`config.mk`:
```
export PLATFORM = sky130hd
export DESIGN_NAME = ram_port_arbiter_flat
export DESIGN_NICKNAME = d
export VERILOG_FILES = /design/src/rtl/ram_port_arbiter_if.sv /design/src/rtl/ram_port_arbiter.sv /design/src/flat_wrapper.sv
export SDC_FILE = /design/constraint.sdc
export NUM_CORES = 1
export LEC_CHECK = 0
export ABC_AREA = 1
export CORE_MARGIN = 4
export CORE_UTILIZATION = 40
export DETAILED_ROUTE_END_ITERATION = 8
export PLACE_DENSITY_LB_ADDON = 0.2
export REMOVE_ABC_BUFFERS = 1
export SLEW_MARGIN = 20
export SYNTH_ARGS = -nofsm -noshare
export SYNTH_HDL_FRONTEND = slang
export SYNTH_SLANG_ARGS = --single-unit
```
`constraint.sdc`:
```
create_clock -name Clk -period 1.9 [get_ports Clk]
set_input_delay 0.475 -clock Clk [delete_from_list [all_inputs] [get_ports Clk]]
set_output_delay 0.475 -clock Clk [all_outputs]
set_load 0.005 [all_outputs]
```
`src/rtl/ram_port_arbiter_if.sv`:
```
// ---------------------------------------------------------------------------
// ram_port_arbiter_if
//   Bundles the three sides of the shared data-RAM port: the CPU requester,
//   the device requester and the RAM block itself.
//
//   Cpu*/Dev* : Req/We/Addr/WData from the requester; Gnt/RValid/RData back.
//   Ram*      : En/We/Addr/WData towards the RAM; RData back from the RAM.
//
//   Modports:
//     slave  - the arbiter's view (requests and RAM read data in).
//     master - the environment's view (requesters and the RAM model).
// ---------------------------------------------------------------------------
interface ram_port_arbiter_if #(
  parameter int ADDR_W = 16,
  parameter int DATA_W = 16
);
  // CPU requester
  logic              CpuReq;
  logic              CpuWe;
  logic [ADDR_W-1:0] CpuAddr;
  logic [DATA_W-1:0] CpuWData;
  logic              CpuGnt;
  logic              CpuRValid;
  logic [DATA_W-1:0] CpuRData;

  // Device requester
  logic              DevReq;
  logic              DevWe;
  logic [ADDR_W-1:0] DevAddr;
  logic [DATA_W-1:0] DevWData;
  logic              DevGnt;
  logic              DevRValid;
  logic [DATA_W-1:0] DevRData;

  // RAM port
  logic              RamEn;
  logic              RamWe;
  logic [ADDR_W-1:0] RamAddr;
  logic [DATA_W-1:0] RamWData;
  logic [DATA_W-1:0] RamRData;

  modport slave (
    input  CpuReq, CpuWe, CpuAddr, CpuWData,
    output CpuGnt, CpuRValid, CpuRData,
    input  DevReq, DevWe, DevAddr, DevWData,
    output DevGnt, DevRValid, DevRData,
    output RamEn, RamWe, RamAddr, RamWData,
    input  RamRData
  );

  modport master (
    output CpuReq, CpuWe, CpuAddr, CpuWData,
    input  CpuGnt, CpuRValid, CpuRData,
    output DevReq, DevWe, DevAddr, DevWData,
    input  DevGnt, DevRValid, DevRData,
    input  RamEn, RamWe, RamAddr, RamWData,
    output RamRData
  );
endinterface

```
`src/rtl/ram_port_arbiter.sv`:
```
// ---------------------------------------------------------------------------
// ram_port_arbiter
//   Shares one synchronous data-RAM port between the CPU control FSM and a
//   device requester with round-robin arbitration. Every RAM control output,
//   grant and read-valid is registered; only RamRData -> xRData is
//   combinational.
//
//   Ports:
//     Clk   - system clock, rising edge
//     Reset - asynchronous, active-high
//     bus   - ram_port_arbiter_if.slave (CPU, device and RAM signals)
//
//   Sequence: IDLE samples requests -> ACCESS (Gnt + RAM command valid)
//             -> RDATA (RValid to the owner, reads only) -> IDLE.
// ---------------------------------------------------------------------------
module ram_port_arbiter #(
  parameter int ADDR_W = 16,
  parameter int DATA_W = 16
) (
  input  logic                  Clk,
  input  logic                  Reset,
  ram_port_arbiter_if.slave     bus
);

  typedef enum logic [1:0] {
    ST_IDLE   = 2'd0,
    ST_ACCESS = 2'd1,
    ST_RDATA  = 2'd2
  } state_e;

  typedef enum logic {
    REQ_CPU = 1'b0,
    REQ_DEV = 1'b1
  } req_e;

  state_e            state_q,      state_d;
  req_e              last_gnt_q,   last_gnt_d;
  req_e              owner_q,      owner_d;
  logic              ram_en_q,     ram_en_d;
  logic              ram_we_q,     ram_we_d;
  logic [ADDR_W-1:0] ram_addr_q,   ram_addr_d;
  logic [DATA_W-1:0] ram_wdata_q,  ram_wdata_d;
  logic              cpu_gnt_q,    cpu_gnt_d;
  logic              dev_gnt_q,    dev_gnt_d;
  logic              cpu_rvalid_q, cpu_rvalid_d;
  logic              dev_rvalid_q, dev_rvalid_d;

  // CPU wins when alone, or on a tie when the device was served last.
  logic cpu_wins;
  assign cpu_wins = bus.CpuReq && (!bus.DevReq || (last_gnt_q == REQ_DEV));

  // Next-state and output logic.
  always_comb begin
    // NOTE: every variable gets a default first so no path leaves one
    // unassigned; a missing default here would infer a latch.
    state_d      = state_q;
    last_gnt_d   = last_gnt_q;
    owner_d      = owner_q;
    ram_addr_d   = ram_addr_q;
    ram_wdata_d  = ram_wdata_q;
    ram_en_d     = 1'b0;   // pulses: low unless explicitly raised
    ram_we_d     = 1'b0;
    cpu_gnt_d    = 1'b0;
    dev_gnt_d    = 1'b0;
    cpu_rvalid_d = 1'b0;
    dev_rvalid_d = 1'b0;

    unique case (state_q)
      ST_IDLE: begin
        if (bus.CpuReq || bus.DevReq) begin
          owner_d     = cpu_wins ? REQ_CPU : REQ_DEV;
          last_gnt_d  = cpu_wins ? REQ_CPU : REQ_DEV;
          ram_en_d    = 1'b1;
          ram_we_d    = cpu_wins ? bus.CpuWe    : bus.DevWe;
          ram_addr_d  = cpu_wins ? bus.CpuAddr  : bus.DevAddr;
          ram_wdata_d = cpu_wins ? bus.CpuWData : bus.DevWData;
          cpu_gnt_d   = cpu_wins;
          dev_gnt_d   = !cpu_wins;
          state_d     = ST_ACCESS;
        end
      end

      ST_ACCESS: begin
        // RAM captures the command at the end of this cycle; a read's data
        // appears on RamRData during the following cycle.
        if (ram_we_q) begin
          state_d = ST_IDLE;
        end else begin
          cpu_rvalid_d = (owner_q == REQ_CPU);
          dev_rvalid_d = (owner_q == REQ_DEV);
          state_d      = ST_RDATA;
        end
      end

      ST_RDATA: state_d = ST_IDLE;

      default:  state_d = ST_IDLE;
    endcase
  end

  // State register.
  // NOTE: sequential state uses non-blocking assignments so every register
  // samples the pre-edge value of every other register.
  always_ff @(posedge Clk or posedge Reset) begin
    if (Reset) begin
      state_q      <= ST_IDLE;
      last_gnt_q   <= REQ_DEV;   // CPU wins the first tie
      owner_q      <= REQ_CPU;
      ram_en_q     <= 1'b0;
      ram_we_q     <= 1'b0;
      ram_addr_q   <= '0;
      ram_wdata_q  <= '0;
      cpu_gnt_q    <= 1'b0;
      dev_gnt_q    <= 1'b0;
      cpu_rvalid_q <= 1'b0;
      dev_rvalid_q <= 1'b0;
    end else begin
      state_q      <= state_d;
      last_gnt_q   <= last_gnt_d;
      owner_q      <= owner_d;
      ram_en_q     <= ram_en_d;
      ram_we_q     <= ram_we_d;
      ram_addr_q   <= ram_addr_d;
      ram_wdata_q  <= ram_wdata_d;
      cpu_gnt_q    <= cpu_gnt_d;
      dev_gnt_q    <= dev_gnt_d;
      cpu_rvalid_q <= cpu_rvalid_d;
      dev_rvalid_q <= dev_rvalid_d;
    end
  end

  assign bus.RamEn     = ram_en_q;
  assign bus.RamWe     = ram_we_q;
  assign bus.RamAddr   = ram_addr_q;
  assign bus.RamWData  = ram_wdata_q;
  assign bus.CpuGnt    = cpu_gnt_q;
  assign bus.DevGnt    = dev_gnt_q;
  assign bus.CpuRValid = cpu_rvalid_q;
  assign bus.DevRValid = dev_rvalid_q;

  // Read data is shared; each side qualifies it with its own RValid.
  assign bus.CpuRData  = bus.RamRData;
  assign bus.DevRData  = bus.RamRData;

endmodule

```
`src/flat_wrapper.sv`:
```
// flat-port wrapper written by rule: the top's interface ports become plain ports
module ram_port_arbiter_flat 
#(
  parameter int ADDR_W = 16,
  parameter int DATA_W = 16
)
  (Clk, Reset, bus_CpuReq, bus_CpuWe, bus_CpuAddr, bus_CpuWData, bus_CpuGnt, bus_CpuRValid, bus_CpuRData, bus_DevReq, bus_DevWe, bus_DevAddr, bus_DevWData, bus_DevGnt, bus_DevRValid, bus_DevRData, bus_RamEn, bus_RamWe, bus_RamAddr, bus_RamWData, bus_RamRData);
  ram_port_arbiter_if #(.ADDR_W(ADDR_W), .DATA_W(DATA_W)) bus_i ();
  input  logic Clk;
  input  logic Reset;
  input wire logic [$bits(bus_i.CpuReq)-1:0] bus_CpuReq;
  input wire logic [$bits(bus_i.CpuWe)-1:0] bus_CpuWe;
  input wire logic [$bits(bus_i.CpuAddr)-1:0] bus_CpuAddr;
  input wire logic [$bits(bus_i.CpuWData)-1:0] bus_CpuWData;
  output wire logic [$bits(bus_i.CpuGnt)-1:0] bus_CpuGnt;
  output wire logic [$bits(bus_i.CpuRValid)-1:0] bus_CpuRValid;
  output wire logic [$bits(bus_i.CpuRData)-1:0] bus_CpuRData;
  input wire logic [$bits(bus_i.DevReq)-1:0] bus_DevReq;
  input wire logic [$bits(bus_i.DevWe)-1:0] bus_DevWe;
  input wire logic [$bits(bus_i.DevAddr)-1:0] bus_DevAddr;
  input wire logic [$bits(bus_i.DevWData)-1:0] bus_DevWData;
  output wire logic [$bits(bus_i.DevGnt)-1:0] bus_DevGnt;
  output wire logic [$bits(bus_i.DevRValid)-1:0] bus_DevRValid;
  output wire logic [$bits(bus_i.DevRData)-1:0] bus_DevRData;
  output wire logic [$bits(bus_i.RamEn)-1:0] bus_RamEn;
  output wire logic [$bits(bus_i.RamWe)-1:0] bus_RamWe;
  output wire logic [$bits(bus_i.RamAddr)-1:0] bus_RamAddr;
  output wire logic [$bits(bus_i.RamWData)-1:0] bus_RamWData;
  input wire logic [$bits(bus_i.RamRData)-1:0] bus_RamRData;
  assign bus_i.CpuReq = bus_CpuReq;
  assign bus_i.CpuWe = bus_CpuWe;
  assign bus_i.CpuAddr = bus_CpuAddr;
  assign bus_i.CpuWData = bus_CpuWData;
  assign bus_CpuGnt = bus_i.CpuGnt;
  assign bus_CpuRValid = bus_i.CpuRValid;
  assign bus_CpuRData = bus_i.CpuRData;
  assign bus_i.DevReq = bus_DevReq;
  assign bus_i.DevWe = bus_DevWe;
  assign bus_i.DevAddr = bus_DevAddr;
  assign bus_i.DevWData = bus_DevWData;
  assign bus_DevGnt = bus_i.DevGnt;
  assign bus_DevRValid = bus_i.DevRValid;
  assign bus_DevRData = bus_i.DevRData;
  assign bus_RamEn = bus_i.RamEn;
  assign bus_RamWe = bus_i.RamWe;
  assign bus_RamAddr = bus_i.RamAddr;
  assign bus_RamWData = bus_i.RamWData;
  assign bus_i.RamRData = bus_RamRData;
  ram_port_arbiter #(.ADDR_W(ADDR_W), .DATA_W(DATA_W)) u_core (.Clk(Clk), .Reset(Reset), .bus(bus_i));
endmodule
```
Word level (Yosys, flattened, before mapping)
Cells that the tools add are included.
{"block": "word_totals", "ff_bits": 42, "latchBits": 0, "mem_bits_rw": 0, "romBits": 0, "inputBits": 86, "output_inout_bits": 70, "memories": 0}
{"block": "classes", "addsub": 0, "n_mul": 0, "div_mod_pow": 0, "order_cmp": 0, "n_eq_ne": 2, "shifts": 0, "n_mux": 19, "bitwise": 1, "n_reduce_logical": 7}
{"cell": "$mux W16", "count": 2}
{"cell": "$mux W1", "count": 14}
{"cell": "$mux W2", "count": 2}
{"cell": "$pmux W2 S2", "count": 1}
{"cell": "$eq A2 B1 Y1 const B", "count": 1}
{"cell": "$logic_not A1 Y1", "count": 2}
{"cell": "$logic_not A2 Y1", "count": 1}
{"cell": "$logic_or A1 B1 Y1", "count": 2}
{"cell": "$ne A2 B1 Y1 const B", "count": 1}
{"cell": "$reduce_and A2 Y1", "count": 1}
{"cell": "$logic_and A1 B1 Y1", "count": 1}
{"cell": "$not A1 Y1", "count": 1}

Logic depth before layout (Yosys ltp)
Gate-level depths: netlist (run 1).
{"block": "logic_depth", "ltp_word": 6, "ltp_mapped": 7}

Worst setup path after synthesis (run 1)
Ideal clock, no wire load.
{"block": "synth_path", "kind": "input port to flip-flop", "startpoint": "input bus_CpuReq", "endpoint": "register u_core.ram_wdata_q[1], in the netlist u_core.bus.RamWData[1]", "arrival_ns": 1.139, "slack_ns": 0.644, "path_stages": 7, "path_buffers": 3, "path_cell_list": "buf_4 -> nor2_4 -> nor2_4 -> buf_6 -> buf_6 -> nand3_1 -> nand2_1"}
{"block": "synth_between", "elab_chain_len": 2}
{"element": "start: declaration", "line_no": "flat_wrapper.sv:11", "text": "input wire logic [$bits(bus_i.CpuReq)-1:0] bus_CpuReq;"}
{"element": "$logic_and A1 B1 Y1 or $logic_or A1 B1 Y1 (tied branches)", "line_no": "ram_port_arbiter.sv:50, ram_port_arbiter.sv:70"}
{"element": "$mux W16 or $reduce_and A2 Y1 (tied branches)"}
{"element": "end signal: assignment", "line_no": "ram_port_arbiter.sv:124", "text": "ram_wdata_q <= ram_wdata_d;"}
{"element": "end: declaration", "line_no": "ram_port_arbiter.sv:42", "text": "logic [DATA_W-1:0] ram_wdata_q, ram_wdata_d;"}
Several ways; a longest one is shown, not always the timed one.
A chain may end at the register's enable or synchronous reset.

Final worst setup path (run 1)
{"block": "layout_path", "startpoint": "register u_core.ram_we_q, in the netlist u_core.bus.RamWe", "endpoint": "output bus_RamWe"}
{"element": "start: declaration", "line_no": "ram_port_arbiter.sv:40", "text": "logic ram_we_q, ram_we_d;"}
{"element": "start signal: assignment", "line_no": "ram_port_arbiter.sv:122", "text": "ram_we_q <= ram_we_d;"}
{"element": "end: declaration", "line_no": "flat_wrapper.sv:26", "text": "output wire logic [$bits(bus_i.RamWe)-1:0] bus_RamWe;"}
No word-level cell between the ends.

==> results.py, run 1 <==
metrics = {
    "cts": {
        "cts.sinks": 42,
        "postCtsSetupBuffers": 0,
        "h-tree-depth": 2,
        "post_cts_resize_count": 0,
        "postCtsHoldBufs": 0,
        "numCtsBuffers": 5,
        "cts_buffer_depth": 2,
        "clk_pin_slew_worst_paths_ps": 80,
        "cts_tree": "done",
        "cts-root-buf": "clkbuf_8",
        "clock_latency_ps": 280,
    },
    "floorplanning": {
        "rows": 28,
        "start_util_pct": 41.4,
        "die_area_um2": 7490,
        "die_h_um": 86.5,
        "boundaryPins": 156,
        "core_um2": 5960,
        "die_w_um": 86.5,
    },
    "setup_path": {
        "crit_chain": "clkdlybuf4s50_1",
        "endpoint_kind": "output port",
        "arrival_ps": 1190,
        "worst-path-buf-inv": 1,
        "critPathMaxStageDelay_ps": 520,
        "regToRegSetupSlack_ps": 640,
        "cp_data_required_time_ps": 1420,
        "criticalPathCategory": "register to output port",
        "start_kind": "register",
        "crit_path_max_fanout": 4,
        "cpLargestDelayFamily": "buffers and inverters",
        "slowest_stage": "clkdlybuf4s50_1",
    },
    "route": {
        "drt-total-wl_um": 6240,
        "drt_iter0_markers": 72,
        "vias": 2197,
        "routed_via_density": 4.46,
        "wl_per_cell_um": 12.7,
        "drc": 0,
        "firstDrtPassIters": 4,
        "ant_nets": 0,
    },
    "layout": {
        "multi_input_area_um2": 783,
        "final_cells": 493,
        "drive_above_1_share_pct": 6.46,
        "area_growth_pct": 43.4,
        "final_nets": 503,
        "n_antenna_cell": 0,
        "nFillCells": 555,
        "seqCellArea_um2": 1050,
    },
    "synth": {
        "netlist_area_um2": 2470,
        "ys_types": 17,
        "avgSynthCellArea_um2": 7.25,
        "post_synth_inst_count": 340,
        "ys_ff_latch": 42,
        "yosysSeqAreaShare_pct": 42.7,
        "synth_top_area_share_pct": 41.6,
        "ys_warn_count": 0,
        "synth_area_leader_cell": "dfrtp_1",
        "ys_top_cells_by_area": "dfrtp_1, nand2_1, nand3_1, buf_4, inv_1",
    },
    "timing": {
        "final-hold-violation-count": 0,
        "fin_crit_ps": 1670,
        "tns_ps": 0,
        "fin_skew_ps": 4.70,
        "max_freq_mhz": 600,
        "worstMarginPinSlew_ps": 274,
        "rsz0062_at_grt": "no",
        "finalSetupViolations": 0,
        "period_share_pct": 87.8,
        "drv_slew": 0,
        "slew_headroom_pct": 81.7,
    },
    "grt": {
        "grt_max_degree": 38,
        "gr-usage-all-layers_pct": 16.4,
        "grt_pass1_wl_um": 9690,
        "antenna_found_initial": 0,
        "grt_pass1_vias": 2039,
        "overflow": 0,
    },
    "worst_hold_path": {
        "hold_class": "input pin to async pin",
    },
    "power": {
        "peakVddDrop_mv": 0.614,
        "power.density_nw_per_um2": 1280,
        "finalPower_mw": 4.53,
        "leakagePower_nw": 1.89,
    },
    "placed_design": {
        "port_buffers": 107,
        "dp.cells": 485,
        "place.gp.congestion": 0.818,
        "place_hpwl_um": 4900,
    },
    "run_status": {
        "status": "finished clean",
    },
    "run": {
        "drv_cap": 0,
    },
}
[worst paths after layout]
check	from	to	cells past startpoint
hold / removal	Reset	u_core.bus.RamWData[6]$_DFFE_PP0P_	2
min in group Clk	u_core.owner_q$_DFFE_PP0P_	u_core.bus.CpuRValid$_DFF_PP0_	1
setup reg to reg	u_core.last_gnt_q$_DFFE_PP1P_	u_core.bus.RamWData[12]$_DFFE_PP0P_	6
hold reg to reg	u_core.owner_q$_DFFE_PP0P_	u_core.bus.CpuRValid$_DFF_PP0_	1
max in group asynchronous	Reset	u_core.bus.RamWData[11]$_DFFE_PP0P_	3
setup / recovery	u_core.bus.RamWe$_DFF_PP0_	bus_RamWe	1
[metrics by stage]
| step | setup slack (ps) | area [um^2] | util (%) | hold WS (ps) |
|---|---|---|---|---|
| 2_1_floorplan | 150 | 2100 | - | 411 |
| 3_3_place_gp | 84.3 | 3420 | 57.4 | 434 |
| 3_5_place_dp | 62.9 | 3420 | 57.4 | 437 |
| 4_1_cts | 217 | 3540 | 59.4 | 447 |
| 5_1_grt | 176 | 3540 | 59.4 | 456 |
| 6_report | 232 | 3540 | 59.4 | 439 |
[where the power goes]
part           internal, mW  total, mW  switching (mW)
Sequential             1.35       1.57           0.228
Combinational          1.24       2.25            1.01
Clock                 0.428      0.711           0.283
Total                  3.01       4.53            1.52
[area by class of cell]
cell class | count | area share, %
Tap cell | 75 | 2.65
Multi-Input combinational cell | 178 | 22.2
Clock buffer | 7 | 2.44
Timing Repair Buffer | 119 | 34.6
Inverter | 71 | 7.54
Clock inverter | 1 | 0.849
Sequential cell | 42 | 29.8
[sequential cells by signal, indices dropped and copies added, names as in the netlist]
name / flops
u_core.bus.DevGnt: 1
u_core.bus.CpuGnt: 1
u_core.last_gnt_q: 1
u_core.state_q: 2
u_core.bus.DevRValid: 1
u_core.bus.RamAddr: 16
u_core.bus.RamWData: 16
u_core.bus.RamEn: 1
u_core.bus.CpuRValid: 1
u_core.bus.RamWe: 1
u_core.owner_q: 1
[per-layer routing]
layer | share of wire (%) | GRT usage [%] | up-vias
met5 | 0.34 | 4.90 | -
met4 | 0.95 | 4.25 | 2
met3 | 14 | 9.79 | 9
met2 | 42 | 24.1 | 116
met1 | 42 | 20.1 | 940
li1 | - | - | 1130
[synthesized netlist by cell type, drive strengths merged]
library cell	count
nand2	102
inv	71
nand3	64
buf	46
dfrtp	41
nor2	6
clkbuf	3
nor3	2
o21ai	2
a21oi	1
dfstp	1
nand3b	1
[placed cells by master (no fill, tap or decap)]
cell type / instances
nor2_1: 3
inv_1: 70
nand2_2: 3
a21oi_1: 1
dfstp_2: 1
clkdlybuf4s50_1: 107
nor2_4: 2
clkbuf_1: 1
buf_12: 5
dfrtp_1: 41
bufinv_16: 1
nand2_1: 99
o21ai_0: 2
inv_2: 1
clkbuf_8: 6
nor3_1: 2
nand3_1: 64
buf_4: 7
nand3b_1: 1
nor2_2: 1
[cells by family after synthesis]
kind of cell           after synthesis  share of synthesized area (%)
buffers and inverters              120                           25.6
AND/OR/NAND/NOR                    175                           31.2
flip-flops                          42                           42.7
AO/OA/AOI/OAI                        3                          0.609
Note: power is estimated with default switching activity, not from simulation.
==> run 2: changes to the inputs <==
--- a/config.mk
+++ b/config.mk
@@ -6,6 +6,7 @@
 export NUM_CORES = 1
 export LEC_CHECK = 0
 export ABC_AREA = 1
+export CAP_MARGIN = 20
 export CORE_MARGIN = 4
 export CORE_UTILIZATION = 40
 export DETAILED_ROUTE_END_ITERATION = 8
==> results of run 2 <==
The final DEF is identical to that of run 1; final timing and power are the same.
